[src/rtl/gpio_ctrl_pkg.sv]
// gpio_ctrl_pkg: GPIO window base address and register word indices
package gpio_ctrl_pkg;
    localparam logic [31:0] GPIO_BASE_ADDR = 32'h4000_0000;

    typedef enum logic [3:0] {
        GPIO_REG_OUT     = 4'd0,
        GPIO_REG_DIR     = 4'd1,
        GPIO_REG_IN      = 4'd2,
        GPIO_REG_SET     = 4'd3,
        GPIO_REG_CLR     = 4'd4,
        GPIO_REG_TGL     = 4'd5,
        GPIO_REG_RISE_EN = 4'd6,
        GPIO_REG_FALL_EN = 4'd7,
        GPIO_REG_STAT    = 4'd8
    } gpio_reg_e;
endpackage

[src/rtl/gpio_sync.sv]
// gpio_sync: WIDTH x STAGES flop-chain synchroniser for asynchronous pin inputs
module gpio_sync #(
    parameter int WIDTH  = 8,
    parameter int STAGES = 2
) (
    input  logic             clk,
    input  logic             rst,
    input  logic [WIDTH-1:0] d,
    output logic [WIDTH-1:0] q
);
    logic [WIDTH-1:0] ff [STAGES];

    always_ff @(posedge clk) begin
        if (rst) begin
            for (int i = 0; i < STAGES; i++) ff[i] <= '0;
        end else begin
            ff[0] <= d;
            for (int i = 1; i < STAGES; i++) ff[i] <= ff[i-1];
        end
    end

    assign q = ff[STAGES-1];
endmodule

[src/rtl/gpio_ctrl.sv]
// gpio_ctrl: memory-mapped GPIO with direction, atomic set/clear/toggle,
// synchronised input readback and sticky edge interrupts
module gpio_ctrl
    import gpio_ctrl_pkg::*;
#(
    parameter int               WIDTH       = 8,
    parameter int               SYNC_STAGES = 2,
    parameter logic [WIDTH-1:0] OUT_RESET   = '0,
    parameter logic [WIDTH-1:0] DIR_RESET   = '1
) (
    input  logic             clk,
    input  logic             rst,
    input  logic             we,
    input  logic             re,
    input  logic [3:0]       addr,
    input  logic [31:0]      wr_data,
    output logic [31:0]      rd_data,
    input  logic [WIDTH-1:0] gpio_i,
    output logic [WIDTH-1:0] gpio_o,
    output logic [WIDTH-1:0] gpio_oe,
    output logic             irq
);
    logic [WIDTH-1:0] wd, in_s, prev_q, out_q, dir_q, ren_q, fen_q, stat_q;
    logic [WIDTH-1:0] out_n, evt, w1c;
    logic [31:0]      rd_n;
    logic             unused_wr;

    assign wd        = wr_data[WIDTH-1:0];
    assign unused_wr = ^wr_data;

    gpio_sync #(.WIDTH(WIDTH), .STAGES(SYNC_STAGES)) u_sync (
        .clk (clk),
        .rst (rst),
        .d   (gpio_i),
        .q   (in_s)
    );

    assign evt   = (in_s & ~prev_q & ren_q) | (~in_s & prev_q & fen_q);
    assign w1c   = (we && addr == GPIO_REG_STAT) ? wd : '0;
    assign out_n = !we                    ? out_q :
                   addr == GPIO_REG_OUT   ? wd :
                   addr == GPIO_REG_SET   ? out_q | wd :
                   addr == GPIO_REG_CLR   ? out_q & ~wd :
                   addr == GPIO_REG_TGL   ? out_q ^ wd : out_q;

    // Read mux samples pre-write state so a same-cycle write returns the old value
    always_comb begin
        rd_n = '0;
        case (addr)
            GPIO_REG_OUT:     rd_n[WIDTH-1:0] = out_q;
            GPIO_REG_DIR:     rd_n[WIDTH-1:0] = dir_q;
            GPIO_REG_IN:      rd_n[WIDTH-1:0] = in_s;
            GPIO_REG_RISE_EN: rd_n[WIDTH-1:0] = ren_q;
            GPIO_REG_FALL_EN: rd_n[WIDTH-1:0] = fen_q;
            GPIO_REG_STAT:    rd_n[WIDTH-1:0] = stat_q;
            default:          rd_n = '0;
        endcase
        if (!re) rd_n = '0;
    end

    always_ff @(posedge clk) begin
        if (rst) begin
            out_q   <= OUT_RESET;
            dir_q   <= DIR_RESET;
            ren_q   <= '0;
            fen_q   <= '0;
            stat_q  <= '0;
            prev_q  <= '0;
            rd_data <= '0;
        end else begin
            out_q   <= out_n;
            dir_q   <= (we && addr == GPIO_REG_DIR) ? wd : dir_q;
            ren_q   <= (we && addr == GPIO_REG_RISE_EN) ? wd : ren_q;
            fen_q   <= (we && addr == GPIO_REG_FALL_EN) ? wd : fen_q;
            stat_q  <= (stat_q & ~w1c) | evt;
            prev_q  <= in_s;
            rd_data <= rd_n;
        end
    end

    assign irq     = |stat_q;
    assign gpio_o  = out_q;
    assign gpio_oe = dir_q;
endmodule

[config.mk]
export PLATFORM = sky130hd
export DESIGN_NAME = gpio_ctrl
export DESIGN_NICKNAME = d
export VERILOG_FILES = /design/src/rtl/gpio_ctrl_pkg.sv /design/src/rtl/gpio_sync.sv /design/src/rtl/gpio_ctrl.sv
export SDC_FILE = /design/constraint.sdc
export NUM_CORES = 1
export LEC_CHECK = 0
export CORE_ASPECT_RATIO = 1.25
export CORE_MARGIN = 1
export CORE_UTILIZATION = 50
export CTS_BUF_LIST = sky130_fd_sc_hd__clkbuf_8
export DETAILED_ROUTE_END_ITERATION = 8
export PLACE_DENSITY = 0.82
export RECOVER_POWER = 50
export SLEW_MARGIN = 20
export SYNTH_ARGS = -nofsm -noshare
export SYNTH_HDL_FRONTEND = slang
export SYNTH_SLANG_ARGS = --single-unit
[constraint.sdc]
create_clock -name clk -period 1.5 [get_ports clk]
set_input_delay 0.3 -clock clk [delete_from_list [all_inputs] [get_ports clk]]
set_output_delay 0.3 -clock clk [all_outputs]
set_load 0.005 [all_outputs]
==> results of run 1 <==
[routing by layer]
metal | global-route usage [%] | up-vias | part of all wire (%)
met5 | 0 | - | 0
met4 | 15.9 | 0 | 2.9
met3 | 4.77 | 33 | 5.7
met2 | 47.2 | 160 | 49
met1 | 36.2 | 1646 | 43
li1 | - | 1596 | -
[placed cells by master, fill, tap and decap left out, types with 4 or more instances in the layout]
master,netlist,routed
dfxtp_1,72,69
buf_4,29,66
nor2b_1,29,29
nor2_1,23,24
conb_1,1,24
inv_1,24,22
nand3b_1,20,20
clkdlybuf4s50_1,0,20
mux2i_1,19,19
nand2_1,18,16
o21ai_0,24,16
a21oi_1,15,15
ha_1,16,15
dlygate4sd2_1,0,11
a31oi_1,10,10
a221oi_1,15,9
clkbuf_8,0,9
dlymetal6s2s_1,0,9
o2bb2ai_1,8,8
a211o_1,8,8
o21ai_1,0,6
a22o_1,6,6
a221oi_2,0,6
o22ai_1,5,5
nand3_1,5,5
a21boi_1,1,5
clkdlybuf4s25_1,0,4
buf_12,0,4
[metrics by stage]
step | setup TNS, ns | total power, mW
2_1_floorplan | 0 | 2.40
3_3_place_gp | -17.91 | 2.65
3_5_place_dp | -19.51 | 2.67
4_1_cts | -0.0649 | 4.16
5_1_grt | -0.350 | 4.35
6_report | -0.0620 | 4.18
[worst max path at each step]
stage / slack (ns) / end / startpoint
2_1_floorplan: 0.1 / gpio_o[6] / gpio_o[6]
3_3_place_gp: -0.48 / stat_q[3] / addr[2]
3_5_place_dp: -0.55 / stat_q[4] / addr[2]
4_1_cts: -0.06 / irq / stat_q[0]
5_1_grt: -0.08 / gpio_o[3] / gpio_o[3]
6_report: -0.06 / irq / stat_q[0]
[cell families (layout without fill, tap and decap cells)]
| family | after synthesis | in the layout | synth area share, % |
|---|---|---|---|
| AND/OR/NAND/NOR | 111 | 111 | 18.5 |
| AO/OA/AOI/OAI | 106 | 106 | 19.8 |
| flip-flops | 72 | 72 | 39.1 |
| buffers and inverters | 72 | 167 | 11.3 |
| multiplexers | 20 | 20 | 5.46 |
| adder cells (fa/ha/maj) | 16 | 16 | 5.42 |
| other | 1 | 24 | 0.102 |
| XOR/XNOR | 1 | 1 | 0.441 |
[critical path, cell delays in order (launching register included)]
cell	delay [ns]
dfxtp_2	0.35
nor4_4	0.29
nand2_1	0.11
buf_2	0.14
[layout make-up]
class | instances | area, µm²
Clock buffer | 9 | 124
Tap cell | 90 | 113
Clock inverter | 7 | 61.3
Multi-Input combinational cell | 278 | 2040
Sequential cell | 72 | 1450
Fill cell | 548 | 2020
Inverter | 25 | 93.8
Timing Repair Buffer | 126 | 1160
[timing repair]
action | CTS | global route
endpoints found under the setup margin | 44 | 35
pin swaps | 4 | 8
gates resized for setup | 50 | 33
cloned | 2 | 0
setup buffers | 15 | 0
hold buffers | 0 | 0
[Yosys cell counts, drive strengths merged (2+ instances only)]
| master | number | area (µm²) |
|---|---|---|
| clkbuf | 10 | 38.8 |
| nand3b | 21 | 170 |
| o2bb2ai | 8 | 70.1 |
| nor4 | 2 | 12.5 |
| a22o | 6 | 52.6 |
| mux2i | 19 | 190 |
| ha | 16 | 200 |
| nand3 | 6 | 35.0 |
| inv | 25 | 93.8 |
| a221oi | 15 | 131 |
| o22ai | 5 | 31.3 |
| a31oi | 10 | 62.6 |
| nor2 | 26 | 124 |
| a21oi | 15 | 75.1 |
| o21ai | 24 | 120 |
| a21boi | 8 | 60.1 |
| a211o | 8 | 70.1 |
| nand2 | 19 | 73.8 |
| buf | 37 | 283 |
| nor2b | 29 | 181 |
| dfxtp | 72 | 1440 |
[flip-flops by register name (all words and copies together) (netlist names)]
| signal | cells |
|---|---|
| rd_data | 8 |
| u_sync.ff | 16 |
| ren_q | 8 |
| gpio_o | 8 |
| fen_q | 8 |
| stat_q | 8 |
| prev_q | 8 |
| gpio_oe | 8 |
[report_power, final]
group	internal (mW)	total (mW)	switching [mW]
Combinational	0.360	0.721	0.361
Sequential	1.96	2.00	0.0319
Clock	0.627	1.46	0.835
==> run summary, run 1 <==
Outcome: finished with violations
Violated checks: negative setup slack
Post-Syn Area per Cell: 9.25 µm²
Sink Count: 72
Finished Core Util: 71.4%
Largest net degree at the start of global routing: 27
Sequential share of the synthesized area: 39.1%
Min cycle time layout: 1.56 ns
Area of the mapped netlist: 3690 µm²
Final #Nets: 576
Die Area: 7730 µm²
Clock tree buffer depth: 2
Final hold violation count: 0
Post-DR vias/cell: 5.66
Final Max Slew Viols: 0
Yosys cell types: 50
Syn Inst Count: 399
# rows: 34
Worst hold path startpoint: rst
Unrepaired setup endpoints after global routing: yes
Hpwl dp: 7090 µm
Area growth, synth to finish: 36.6%
First-pass GRT wire length: 17200 µm
Worst Tran Pin Value: 1.10 ns
Clock-pin slew on the worst setup and hold paths: 0.09 ns
Skew final: 0.0115 ns
Post-Layout Cell Count: 607
Die height: 98.1 µm
PnR worst setup slack: -0.0620 ns
Number of iterations in the first detailed-routing pass: 5
Post-route ant nets: 0
I/O Buffers: 48
Critical path required time: 1.20 ns
# IOs: 97
GRT overflow: 0
WHS Endpoint: gpio_oe[6]
Global Route Usage Sum: 29.0%
Reg2Reg Capture Point: gpio_o[7]
Warnings from Yosys: 0
Worst reg2reg path depth: 7
Fraction of layout cells with a size suffix above 1: 24.8%
Hold crit path type: in2reg
Top FF cell, synth: dfxtp_1
Yosys reg bits: 72
Crit path kind: reg2out
DRC: 0
Clk_lat worst skew: 0.37 ns
Worst EP arrival: 1.26 ns
CTS root buf: clkbuf_8
Slew headroom: 26.4%
Async S/R FF share, synth: 0%
CTS tree: yes
Pre-CTS setup slack: -0.545 ns
MaxCap Viol Count: 0
Initial Utilization: 52.3%
Hold path depth: 3
Reg-to-reg startpoint: gpio_o[7]
Core ar.: 7060 µm²
P_leak: 2.21 nW
Vias in the first global route: 3474
Gpl congestion: 0.892
Number of enable flip-flop cells after synthesis: 0
Crit path launch type: flip-flop
Period utilization: 104%
Peak VDD IR: 0.632 mV
CP Max Fanout: 2
Die W: 78.9 µm
Area post-placement: 4570 µm²
PwrDens: 829 nW/µm²
Setup violations, final: 1
Hold Worst Slack: 0.376 ns
Detailed Route Iter0 Violations: 200
R2R Setup Slk: 0.02 ns
Ant. Diodes: 0
DRT Wirelength: 10500 µm
Initial antenna violation count: 0
Htree depth: 3
Routed via count: 3435
Final Cell Area: 5040 µm²
Total CTS buffers: 9
Worst Setup End Kind: output pin
Wire length per cell: 17.3 µm
F_max: 640 MHz
DP Cell Count: 575
No activity file was read; power rests on OpenSTA's default activity.
==> run 2: changes to the inputs <==
Settings changed: CORE_UTILIZATION 50 to 49, CTS_BUF_LIST sky130_fd_sc_hd__clkbuf_8 to default, PLACE_DENSITY 0.82 to 0.8, RECOVER_POWER 50 to 100, SYNTH_HIERARCHICAL from default to 1.
==> run summary, run 2 <==
Core ar.: 7360 µm²
Hold Worst Slack: 0.385 ns
Clock tree buffer depth: 2
DRC: 0
Hold crit path type: in2reg
Design Power: 4.55 mW
Htree depth: 3
# rows: 35
Area of the mapped netlist: 3740 µm²
Post-Layout Cell Count: 607
Period utilization: 102%
Worst Tran Pin Value: 0.768 ns
Global Route Usage Sum: 27.3%
# IOs: 97
Biggest register: u_sync/ff
Yosys cell types: 53
PwrDens: 932 nW/µm²
Largest net degree at the start of global routing: 40
Ant. Diodes: 0
TNS Setup: -0.0340 ns
Skew final: 0.00981 ns
Async S/R FF share, synth: 0%
Yosys reg bits: 72
Worst EP arrival: 1.73 ns
Syn Inst Count: 407
Post-synth top cells: dfxtp_1, buf_4, o21ai_0
PnR worst setup slack: -0.0285 ns
Clk_lat worst skew: 0.35 ns
Number of enable flip-flop cells after synthesis: 0
Gpl congestion: 0.923
Top FF cell, synth: dfxtp_1
Die Area: 7980 µm²
Post-Syn Area per Cell: 9.18 µm²
GRT overflow: 0
Min cycle time layout: 1.53 ns
Vias in the first global route: 3379
Post-DR vias/cell: 5.57
Number of iterations in the first detailed-routing pass: 7
Sink Count: 72
Initial Utilization: 50.8%
Setup violations, final: 2
Final #Nets: 574
Violated checks: negative setup slack
Post-synth top area cell: dfxtp_1
Fraction of layout cells with a size suffix above 1: 25.4%
Commonest non-fill, non-tap cell in the layout: dfxtp_1
MaxCap Viol Count: 0
Leading cell types in the layout, fill and taps excluded: dfxtp_1, buf_4, o21ai_0
Clock-pin slew on the worst setup and hold paths: 0.08 ns
Die W: 80.1 µm
Most frequent cell after synthesis: dfxtp_1
First-pass GRT wire length: 16300 µm
Top-area cell type share of the netlist area: 38.6%
DRT Wirelength: 10200 µm
Hold buffers post-CTS: 0
Detailed Route Iter0 Violations: 227
Sequential share of the synthesized area: 38.6%
CP Max Fanout: 12
Crit path kind: in2reg
Final hold violation count: 0
Synth top area cells: dfxtp_1, buf_4, ha_1, mux2i_1, nand3b_1
P_leak: 2.04 nW
Peak VDD IR: 0.711 mV
Slew headroom: 48.8%
Critical path required time: 1.70 ns
Total CTS buffers: 9
CTS tree: yes
Die height: 99.6 µm
Final Max Slew Viols: 0
Worst Setup End Kind: flip-flop
Warnings from Yosys: 6
Post-route ant nets: 0
F_max: 654 MHz
Outcome: finished with violations
Unrepaired setup endpoints after global routing: yes
Crit path launch type: input pin
I/O Buffers: 48
Area growth, synth to finish: 30.6%
CTS root buf: clkbuf_8
Initial antenna violation count: 0
Hpwl dp: 7620 µm
Routed via count: 3379
DP Cell Count: 580
Largest register FFs: 16
Wire length per cell: 16.8 µm
[run 2: layout make-up]
class | instances | area, µm²
timing repair buffer | 124 | 1050
sequential | 72 | 1460
multi-input combinational | 283 | 1930
clock buffer | 9 | 124
tap | 92 | 115
fill | 628 | 2480
inverter | 20 | 75.1
clock inverter | 7 | 126
[run 2: path summary, 6_finish.rpt]
check | startpoint | endpoint | slack, ns | cells past startpoint
worst max register to register | gpio_o[5] | gpio_o[5] | 0.06 | 6
worst min register to register | u_sync/ff[0][4] | u_sync/ff[0][12] | 0.44 | 1
worst min-delay path | rst | ren_q[3] | 0.39 | 3
worst max-delay path | we | ren_q[7] | -0.03 | 6
[run 2: logic make-up (layout without fill, tap and decap cells)]
group / after synthesis / after routing / synth area share, %
other: 1 / 24 / 0.100
buffers and inverters: 75 / 160 / 12.3
adder cells (fa/ha/maj): 16 / 16 / 5.36
multiplexers: 15 / 15 / 4.02
flip-flops: 72 / 72 / 38.6
XOR/XNOR: 1 / 1 / 0.234
AO/OA/AOI/OAI: 108 / 108 / 19.6
AND/OR/NAND/NOR: 119 / 119 / 19.8
[run 2: through the flow]
step                instance area [µm²]  worst slack (ns)  util, %
CTS                                4930           -0.0371     67.1
global route                       4880           -0.0620     66.3
detailed placement                 4570            -0.495     62.1
floorplan                          3820             0.127        -
finish                             4880           -0.0285     66.3
global placement                   4570            -0.481     62.1
[run 2: what timing repair did]
item,in CTS,in global routing
endpoints found under the setup margin,53,14
setup buffers,10,1
resized for setup,49,15
pin swaps,4,3
hold endpoints to repair,0,0
[run 2: critical path, cell delays in order]
cell	delay [ns]
clkdlybuf4s50_1	0.48
buf_4	0.21
and3_1	0.18
clkbuf_4	0.24
mux2i_2	0.26
nor2_1	0.06
[run 2: layer usage]
layer | routed length, µm | vias to the layer above | track usage (%)
met5 | 0 | - | 0
met4 | 255 | 0 | 12.4
met3 | 509 | 27 | 5.23
met2 | 5040 | 136 | 45.9
met1 | 4360 | 1605 | 33.3
li1 | - | 1611 | -
[run 2: where the power goes]
group          total, mW  internal, mW  switching [mW]
Clock               1.92          1.13           0.799
Combinational      0.635         0.319           0.316
Sequential          1.99          1.96          0.0325
